===== src/rtl/mac_accumulator.sv =====
// -----------------------------------------------------------------------------
// mac_accumulator
//
// Sequential accumulate stage of the matrix MAC datapath. A job starts with a
// start pulse carrying a length. The block then sums that many signed products
// arriving on a valid/ready stream. It presents the total, plus a sticky signed
// overflow flag, on a second valid/ready handshake.
//
// Optional feature macro: SATURATE_EN
//   defined   - an overflowing add clamps the accumulator to the max/min value.
//   undefined - the accumulator wraps modulo 2^DATA_W (default build).
//   Overflow is flagged identically in both builds.
//
// Ports
//   clk_i        in   1       clock, rising edge
//   reset_i      in   1       asynchronous active-high reset, clears all state
//   start_i      in   1       job start pulse, sampled only in IDLE
//   len_i        in   CNT_W   job length in beats, sampled with start_i
//   in_valid_i   in   1       in_data_i holds a product
//   in_ready_o   out  1       a product can be accepted this cycle
//   in_data_i    in   DATA_W  signed product
//   out_valid_o  out  1       out_data_o / overflow_o hold the finished result
//   out_ready_i  in   1       consumer takes the result
//   out_data_o   out  DATA_W  accumulated sum
//   overflow_o   out  1       sticky signed overflow seen during the job
//   busy_o       out  1       high in every state except IDLE
// -----------------------------------------------------------------------------
module mac_accumulator #(
    parameter int DATA_W = 32,
    parameter int CNT_W  = 8
) (
    input  logic              clk_i,
    input  logic              reset_i,
    input  logic              start_i,
    input  logic [CNT_W-1:0]  len_i,
    input  logic              in_valid_i,
    output logic              in_ready_o,
    input  logic [DATA_W-1:0] in_data_i,
    output logic              out_valid_o,
    input  logic              out_ready_i,
    output logic [DATA_W-1:0] out_data_o,
    output logic              overflow_o,
    output logic              busy_o
);

    typedef enum logic [1:0] {
        S_IDLE  = 2'd0,
        S_ACCUM = 2'd1,
        S_DONE  = 2'd2
    } state_t;

    localparam logic [DATA_W-1:0] ACC_MAX = {1'b0, {(DATA_W-1){1'b1}}};
    localparam logic [DATA_W-1:0] ACC_MIN = {1'b1, {(DATA_W-1){1'b0}}};

    state_t             state_q, state_d;
    logic [DATA_W-1:0]  acc_q, acc_d;
    logic [CNT_W-1:0]   remaining_q, remaining_d;
    logic               ovf_q, ovf_d;

    logic               job_start;
    logic               beat_fire;
    logic               last_beat;
    logic [DATA_W-1:0]  sum;
    logic               add_ovf;
    logic [DATA_W-1:0]  acc_next;

    // -------------------------------------------------------------------------
    // Handshake qualifiers
    // -------------------------------------------------------------------------
    assign job_start = (state_q == S_IDLE) && start_i;
    assign beat_fire = (state_q == S_ACCUM) && in_valid_i;
    // remaining_q is never 0 while in ACCUM, so 1 marks the final beat.
    assign last_beat = beat_fire && (remaining_q == {{(CNT_W-1){1'b0}}, 1'b1});

    // -------------------------------------------------------------------------
    // Adder stage. Carry out is dropped. Signed overflow happens only when both
    // operands share a sign and the sum's sign differs from it.
    // -------------------------------------------------------------------------
    assign sum     = acc_q + in_data_i;
    assign add_ovf = (acc_q[DATA_W-1] == in_data_i[DATA_W-1]) &&
                     (sum[DATA_W-1]   != acc_q[DATA_W-1]);

`ifdef SATURATE_EN
    // Operands share a sign on overflow, so the accumulator sign picks the clamp.
    always_comb begin
        acc_next = sum;
        if (add_ovf) begin
            acc_next = acc_q[DATA_W-1] ? ACC_MIN : ACC_MAX;
        end
    end
`else
    always_comb begin
        acc_next = sum;
    end

    // The clamp limits are only used by the saturating build.
    logic unused_limits;
    assign unused_limits = ^{ACC_MAX, ACC_MIN};
`endif

    // -------------------------------------------------------------------------
    // FSM: state register
    // -------------------------------------------------------------------------
    always_ff @(posedge clk_i or posedge reset_i) begin
        if (reset_i) begin
            state_q <= S_IDLE;
        end else begin
            state_q <= state_d;
        end
    end

    // -------------------------------------------------------------------------
    // FSM: next-state logic
    // -------------------------------------------------------------------------
    always_comb begin
        state_d = state_q;
        unique case (state_q)
            S_IDLE: begin
                if (start_i) begin
                    state_d = (len_i == '0) ? S_DONE : S_ACCUM;
                end
            end
            S_ACCUM: begin
                if (last_beat) begin
                    state_d = S_DONE;
                end
            end
            S_DONE: begin
                // start_i is deliberately not looked at here. A start that
                // coincides with the result handshake is dropped.
                if (out_ready_i) begin
                    state_d = S_IDLE;
                end
            end
            default: begin
                state_d = S_IDLE;
            end
        endcase
    end

    // -------------------------------------------------------------------------
    // FSM: outputs
    // -------------------------------------------------------------------------
    always_comb begin
        in_ready_o  = 1'b0;
        out_valid_o = 1'b0;
        busy_o      = 1'b0;
        unique case (state_q)
            S_IDLE: begin
            end
            S_ACCUM: begin
                in_ready_o = 1'b1;
                busy_o     = 1'b1;
            end
            S_DONE: begin
                out_valid_o = 1'b1;
                busy_o      = 1'b1;
            end
            default: begin
            end
        endcase
    end

    // -------------------------------------------------------------------------
    // Datapath next-state: accumulator, beat counter, sticky overflow
    // -------------------------------------------------------------------------
    always_comb begin
        acc_d       = acc_q;
        remaining_d = remaining_q;
        ovf_d       = ovf_q;
        if (job_start) begin
            acc_d       = '0;
            ovf_d       = 1'b0;
            remaining_d = len_i;
        end else if (beat_fire) begin
            acc_d       = acc_next;
            remaining_d = remaining_q - 1'b1;
            ovf_d       = ovf_q | add_ovf;
        end
    end

    always_ff @(posedge clk_i or posedge reset_i) begin
        if (reset_i) begin
            acc_q       <= '0;
            remaining_q <= '0;
            ovf_q       <= 1'b0;
        end else begin
            acc_q       <= acc_d;
            remaining_q <= remaining_d;
            ovf_q       <= ovf_d;
        end
    end

    // The accumulator only changes in ACCUM, so it is stable for all of DONE.
    // Reset clears it, so the output also reads 0 after reset.
    assign out_data_o = acc_q;
    assign overflow_o = ovf_q;

endmodule

===== config.mk =====
export PLATFORM = sky130hd
export DESIGN_NAME = mac_accumulator
export DESIGN_NICKNAME = d
export VERILOG_FILES = /design/src/rtl/mac_accumulator.sv
export SDC_FILE = /design/constraint.sdc
export NUM_CORES = 1
export LEC_CHECK = 0
export CORE_ASPECT_RATIO = 0.5
export CORE_MARGIN = 3
export CORE_UTILIZATION = 40
export CTS_BUF_LIST = sky130_fd_sc_hd__clkbuf_16
export DETAILED_ROUTE_END_ITERATION = 10
export HOLD_SLACK_MARGIN = 0.15
export PLACE_DENSITY_LB_ADDON = 0.15
export SYNTH_ARGS = -nofsm -noshare
export SYNTH_HDL_FRONTEND = slang
export SYNTH_SLANG_ARGS = --single-unit

===== constraint.sdc =====
create_clock -name clk_i -period 2.95 [get_ports clk_i]
set_clock_uncertainty 0.15 [all_clocks]
set_input_delay 0.295 -clock clk_i [delete_from_list [all_inputs] [get_ports clk_i]]
set_output_delay 0.295 -clock clk_i [all_outputs]
set_load 0.01 [all_outputs]

== Yosys cells after proc, flatten, opt, wreduce, memory -nomap -nowiden ==
Cells that the tools add are included.

* Register bits: 43
* Word-level logic and storage cells: 38

* Reduce and logical (&&, ||, !) cells: 9
* Bitwise gates (word level): 1
* Mux-type cells: 14
* Add/subtract/negate cells: 2
* Equal/unequal tests: 8

{| class="wikitable"
|+ Operators with widths
! cell !! count
|-
| $mux W32 || 2
|-
| $add A32 B32 Y32 || 1
|-
| $mux W8 || 2
|-
| $eq A8 B1 Y1 const B || 1
|-
| $logic_not A8 Y1 || 1
|-
| $mux W2 || 4
|-
| $sub A8 B1 Y8 const B || 1
|-
| $ne A2 B2 Y1 const B || 3
|-
| $pmux W2 S3 || 1
|-
| $mux W1 || 5
|-
| $logic_and A1 B1 Y1 || 4
|-
| $reduce_and A3 Y1 || 1
|-
| $eq A2 B1 Y1 const B || 1
|-
| $eq A2 B2 Y1 const B || 1
|-
| $logic_not A2 Y1 || 1
|-
| $reduce_bool A2 Y1 || 1
|-
| $reduce_or A2 Y1 || 1
|-
| $eq A1 B1 Y1 || 1
|-
| $ne A1 B1 Y1 || 1
|-
| $or A1 B1 Y1 || 1
|}

== Depth between registers and ports, before layout ==
* Depth in word-level cells: 6
* Mapped depth: 11
* Mapped depth without buffers: 11

== Least setup slack after synthesis ==
Ideal clock, no wire load.

* Path kind: reg-to-reg
* Start point: register acc_q[1], in the netlist out_data_o[1]
* End point: register acc_q[31], in the netlist out_data_o[31]
* Path buffers: 0
* Cell stages (with the launch flop): 10
* Setup slack: 425 ps
* Period minus slack after synthesis: 2525 ps
* Data required time: 2721 ps
* Data arrival time: 2296 ps
* Setup time: 79 ps
* Cell sequence: dfrtp_1 > ha_1 > a211oi_2 > o211ai_2 > a211oi_4 > o21ai_2 > o41ai_4 > o21ai_2 > mux2i_1 > mux2i_1

* Word-level cells in the longest chain between the ends: 3

{| class="wikitable"
|+ Ends and longest elaborated chain
! what !! RTL line !! text
|-
| start: declaration || 56 || <nowiki>logic [DATA_W-1:0] acc_q, acc_d;</nowiki>
|-
| start signal: assignment || 184 || <nowiki>acc_q <= '0;</nowiki>
|-
| start signal: assignment || 188 || <nowiki>acc_q <= acc_d;</nowiki>
|-
| $add A32 B32 Y32 || 79 || <nowiki>assign sum = acc_q + in_data_i;</nowiki>
|-
| $mux W32 || 175 || <nowiki>end else if (beat_fire) begin</nowiki>
|-
| $mux W32 || 171 || <nowiki>if (job_start) begin</nowiki>
|}

Every way passes these cells. The select of a mux whose other input is x is not followed.
A chain may end at the register's enable or synchronous reset.

== Final worst setup path ==
* Start point: input in_data_i[1]
* End point: register acc_q[31], in the netlist out_data_o[31]

* Word-level cells in the longest chain between the ends: 3

{| class="wikitable"
|+ Ends and longest elaborated chain
! what !! RTL line !! text
|-
| start: declaration || 38 || <nowiki>input logic [DATA_W-1:0] in_data_i,</nowiki>
|-
| $add A32 B32 Y32 || 79 ||
|-
| $mux W32 || 175 ||
|-
| $mux W32 || 171 ||
|}

Every way passes these cells. The select of a mux whose other input is x is not followed.

==> reports/qor.yml <==
worst_setup_path:
  r2r_setup_slack_ns: 0.22
  r2r_cells: 9
  crit_path_start: "in_data_i[1]"
  cp.arrival_ns: 2.84
  r2r-start: "out_data_o[1]"
  cp-end-kind: "flop"
  cp_max_fo: 3
  critPathKind: "input port to flop"
  r2r-end: "out_data_o[31]"
  crit_required_ns: 3.01
  worstSetupStartpointType: "input port"
timing:
  tns_ns: 0
  drv_slew: 0
  timing.final.crit_share_pct: 93.93
  worst_slew_pin_slew_ns: 0.9505
  slew_headroom_pct: 36.24
  period_minus_slack_ns: 2.771
  setup_violations: 0
  setup_ws_ns: 0.1791
  fmax_mhz: 360.9
  finalHoldViolations: 0
route:
  wirelength_mm: 9.518
  drtIter0Drc: 129
  detail_route.vias_per_cell: 5.254
  ant_nets: 0
  vias: 3452
  drc: 0
  wl_per_cell_microns: 14.49
  dr.pass1.iters: 4
final_layout:
  regArea_sq_um: 1076
  multi_input_area_sq_um: 2362
  fin_nets: 626
  drive_gt1_share_pct: 11.56
  syn2layout_area_growth_pct: 38.17
  final_area_sq_um: 4905
  antenna_cells: 0
  final_core_util_pct: 58.97
  layout_commonest_cell: "clkdlybuf4s50_1"
  final_cell_mix: "clkdlybuf4s50_1 (80), nand2_1 (79), a21oi_1 (46)"
  n_fill_cell: 770
run_status:
  status: "finished clean"
synth:
  synth_area_sq_um: 3550
  yosysSeqAreaShare_pct: 30.31
  synth_top_cell_area_share_pct: 30.31
  syn_nets: 517
  netlist_instances: 435
  synth-seq-cells: 43
  avgSynthCellArea_sq_um: 8.160
  ys_warn_count: 0
  yosysTopAreaCell: "dfrtp_1"
  ys.flop_type: "dfrtp_1"
  synthArstFlopShare_pct: 100.0
  synth_area_leaders: "dfrtp_1 (30%), ha_1 (13%), nand2_1 (8.4%)"
  synth_edf_count: 0
  synth_cell_types: 55
placement:
  port-buffer-count: 80
  routabilityCongestion: 0.8488
  placed_area_sq_um: 4727
  hpwlAfterDp_mm: 7.269
  dpl_worst_slack_ns: -0.1262
flow_run:
  cap_violations: 0
global_route:
  grt_usage_pct: 19.67
  grt_max_degree: 38
  grt_pass1_vias: 3514
  antenna_found_initial: 0
  grt_pass1_wl_mm: 16.55
  overflow: 0
worst_hold_path:
  hp-class: "input port to asynchronous set/reset pin"
clock_network:
  post_cts_buffers: 0
  h-tree-depth: 2
  cts_tree: "built"
  clkSinkCount: 43
  cts_root_buf: "clkbuf_16"
  holdBufCountCts: 0
  worstSkewPairLatency_ns: 0.29
  cts_resized: 0
  cts_buffers: 5
  cts_buffer_depth: 2
  clk_pin_slew_worst_paths_ns: 0.06
power:
  total_power_w: 0.004991
  power_density_nw_per_um2: 1018
  p_leak_nw: 2.157
  peakVddDrop_mv: 0.4227
floorplanning:
  fp-row-count: 23
  dieArea_sq_um: 10110
  core-area_sq_um: 8317
  dieHeight_microns: 72.61
  boundaryPins: 81
  fp.dieW_microns: 139.2
  start_util_pct: 42.68
## cell families (layout without fill, tap and decap cells)
kind of cell    count (synthesis)  count (layout)  share of synthesized area [%]
compound gates                132             132                          24.67
xor+xnor                       21              21                          5.182
mux                             3               3                         0.8460
simple gates                  166             166                          22.21
flops                          43              43                          30.31
buf+inv                        33             143                          3.525
fa+ha+maj                      37              37                          13.25
## layer usage
metal	wire [microns]	up-vias	global-route usage [%]
met5	0	-	0
met4	44	0	2.711
met3	436	4	4.516
met2	4104	65	31.39
met1	4933	1595	28.22
li1	-	1788	-
## report_power, final
group          internal (W)  switching [W]  leakage (nW)
Clock              0.000395       0.000238        0.0812
Sequential         0.000867       0.000232         0.562
Combinational       0.00160        0.00166          1.51
## state kept, by name, summed over array words and instances, names as in the netlist
register	flops
overflow_o	1
remaining_q	8
state_q	2
out_data_o	32
## worst max-delay path, stage by stage
cell,delay [ns]
clkdlybuf4s50_1,0.43
ha_1,0.32
a211oi_2,0.27
o211ai_2,0.20
a211oi_4,0.30
o21ai_2,0.14
o41ai_4,0.32
o21ai_2,0.14
mux2i_1,0.20
mux2i_1,0.20
## how the worst max path moves through the flow
stage	slack, ns	endpoint
final	0.18	out_data_o[31]
after floorplan	0.42	out_data_o[31]
after global placement	-0.08	out_data_o[25]
after CTS	0.16	out_data_o[28]
after global routing	-0.0009	out_data_o[20]
after detailed placement	-0.13	out_data_o[31]
## synthesized netlist by cell type (5+ instances only)
library cell,instances
nand3_1,9
clkbuf_1,15
nor3_1,10
xnor2_1,12
a21oi_1,46
a21o_1,11
dfrtp_1,43
and2_1,6
nand2_1,79
nand2b_1,5
and3_1,5
nand4_1,6
nor2_1,21
ha_1,36
o31ai_1,6
inv_1,17
xor2_1,9
o21ai_1,5
o21ai_0,26
## stage by stage
stage	instances	hold WS [ns]
after floorplan	435	0.2618
after global placement	649	0.3221
after detailed placement	649	0.3480
after CTS	657	0.2828
after global routing	657	0.3191
final	657	0.2599
## layout make-up
type	count	area share, %
multi-input combinational	359	48.16
timing repair buffer	118	22.40
clock buffer	5	2.551
inverter	17	1.301
sequential	43	21.94
tap	112	2.857
clock inverter	3	0.7908
No activity file was read; power rests on OpenSTA's default activity.
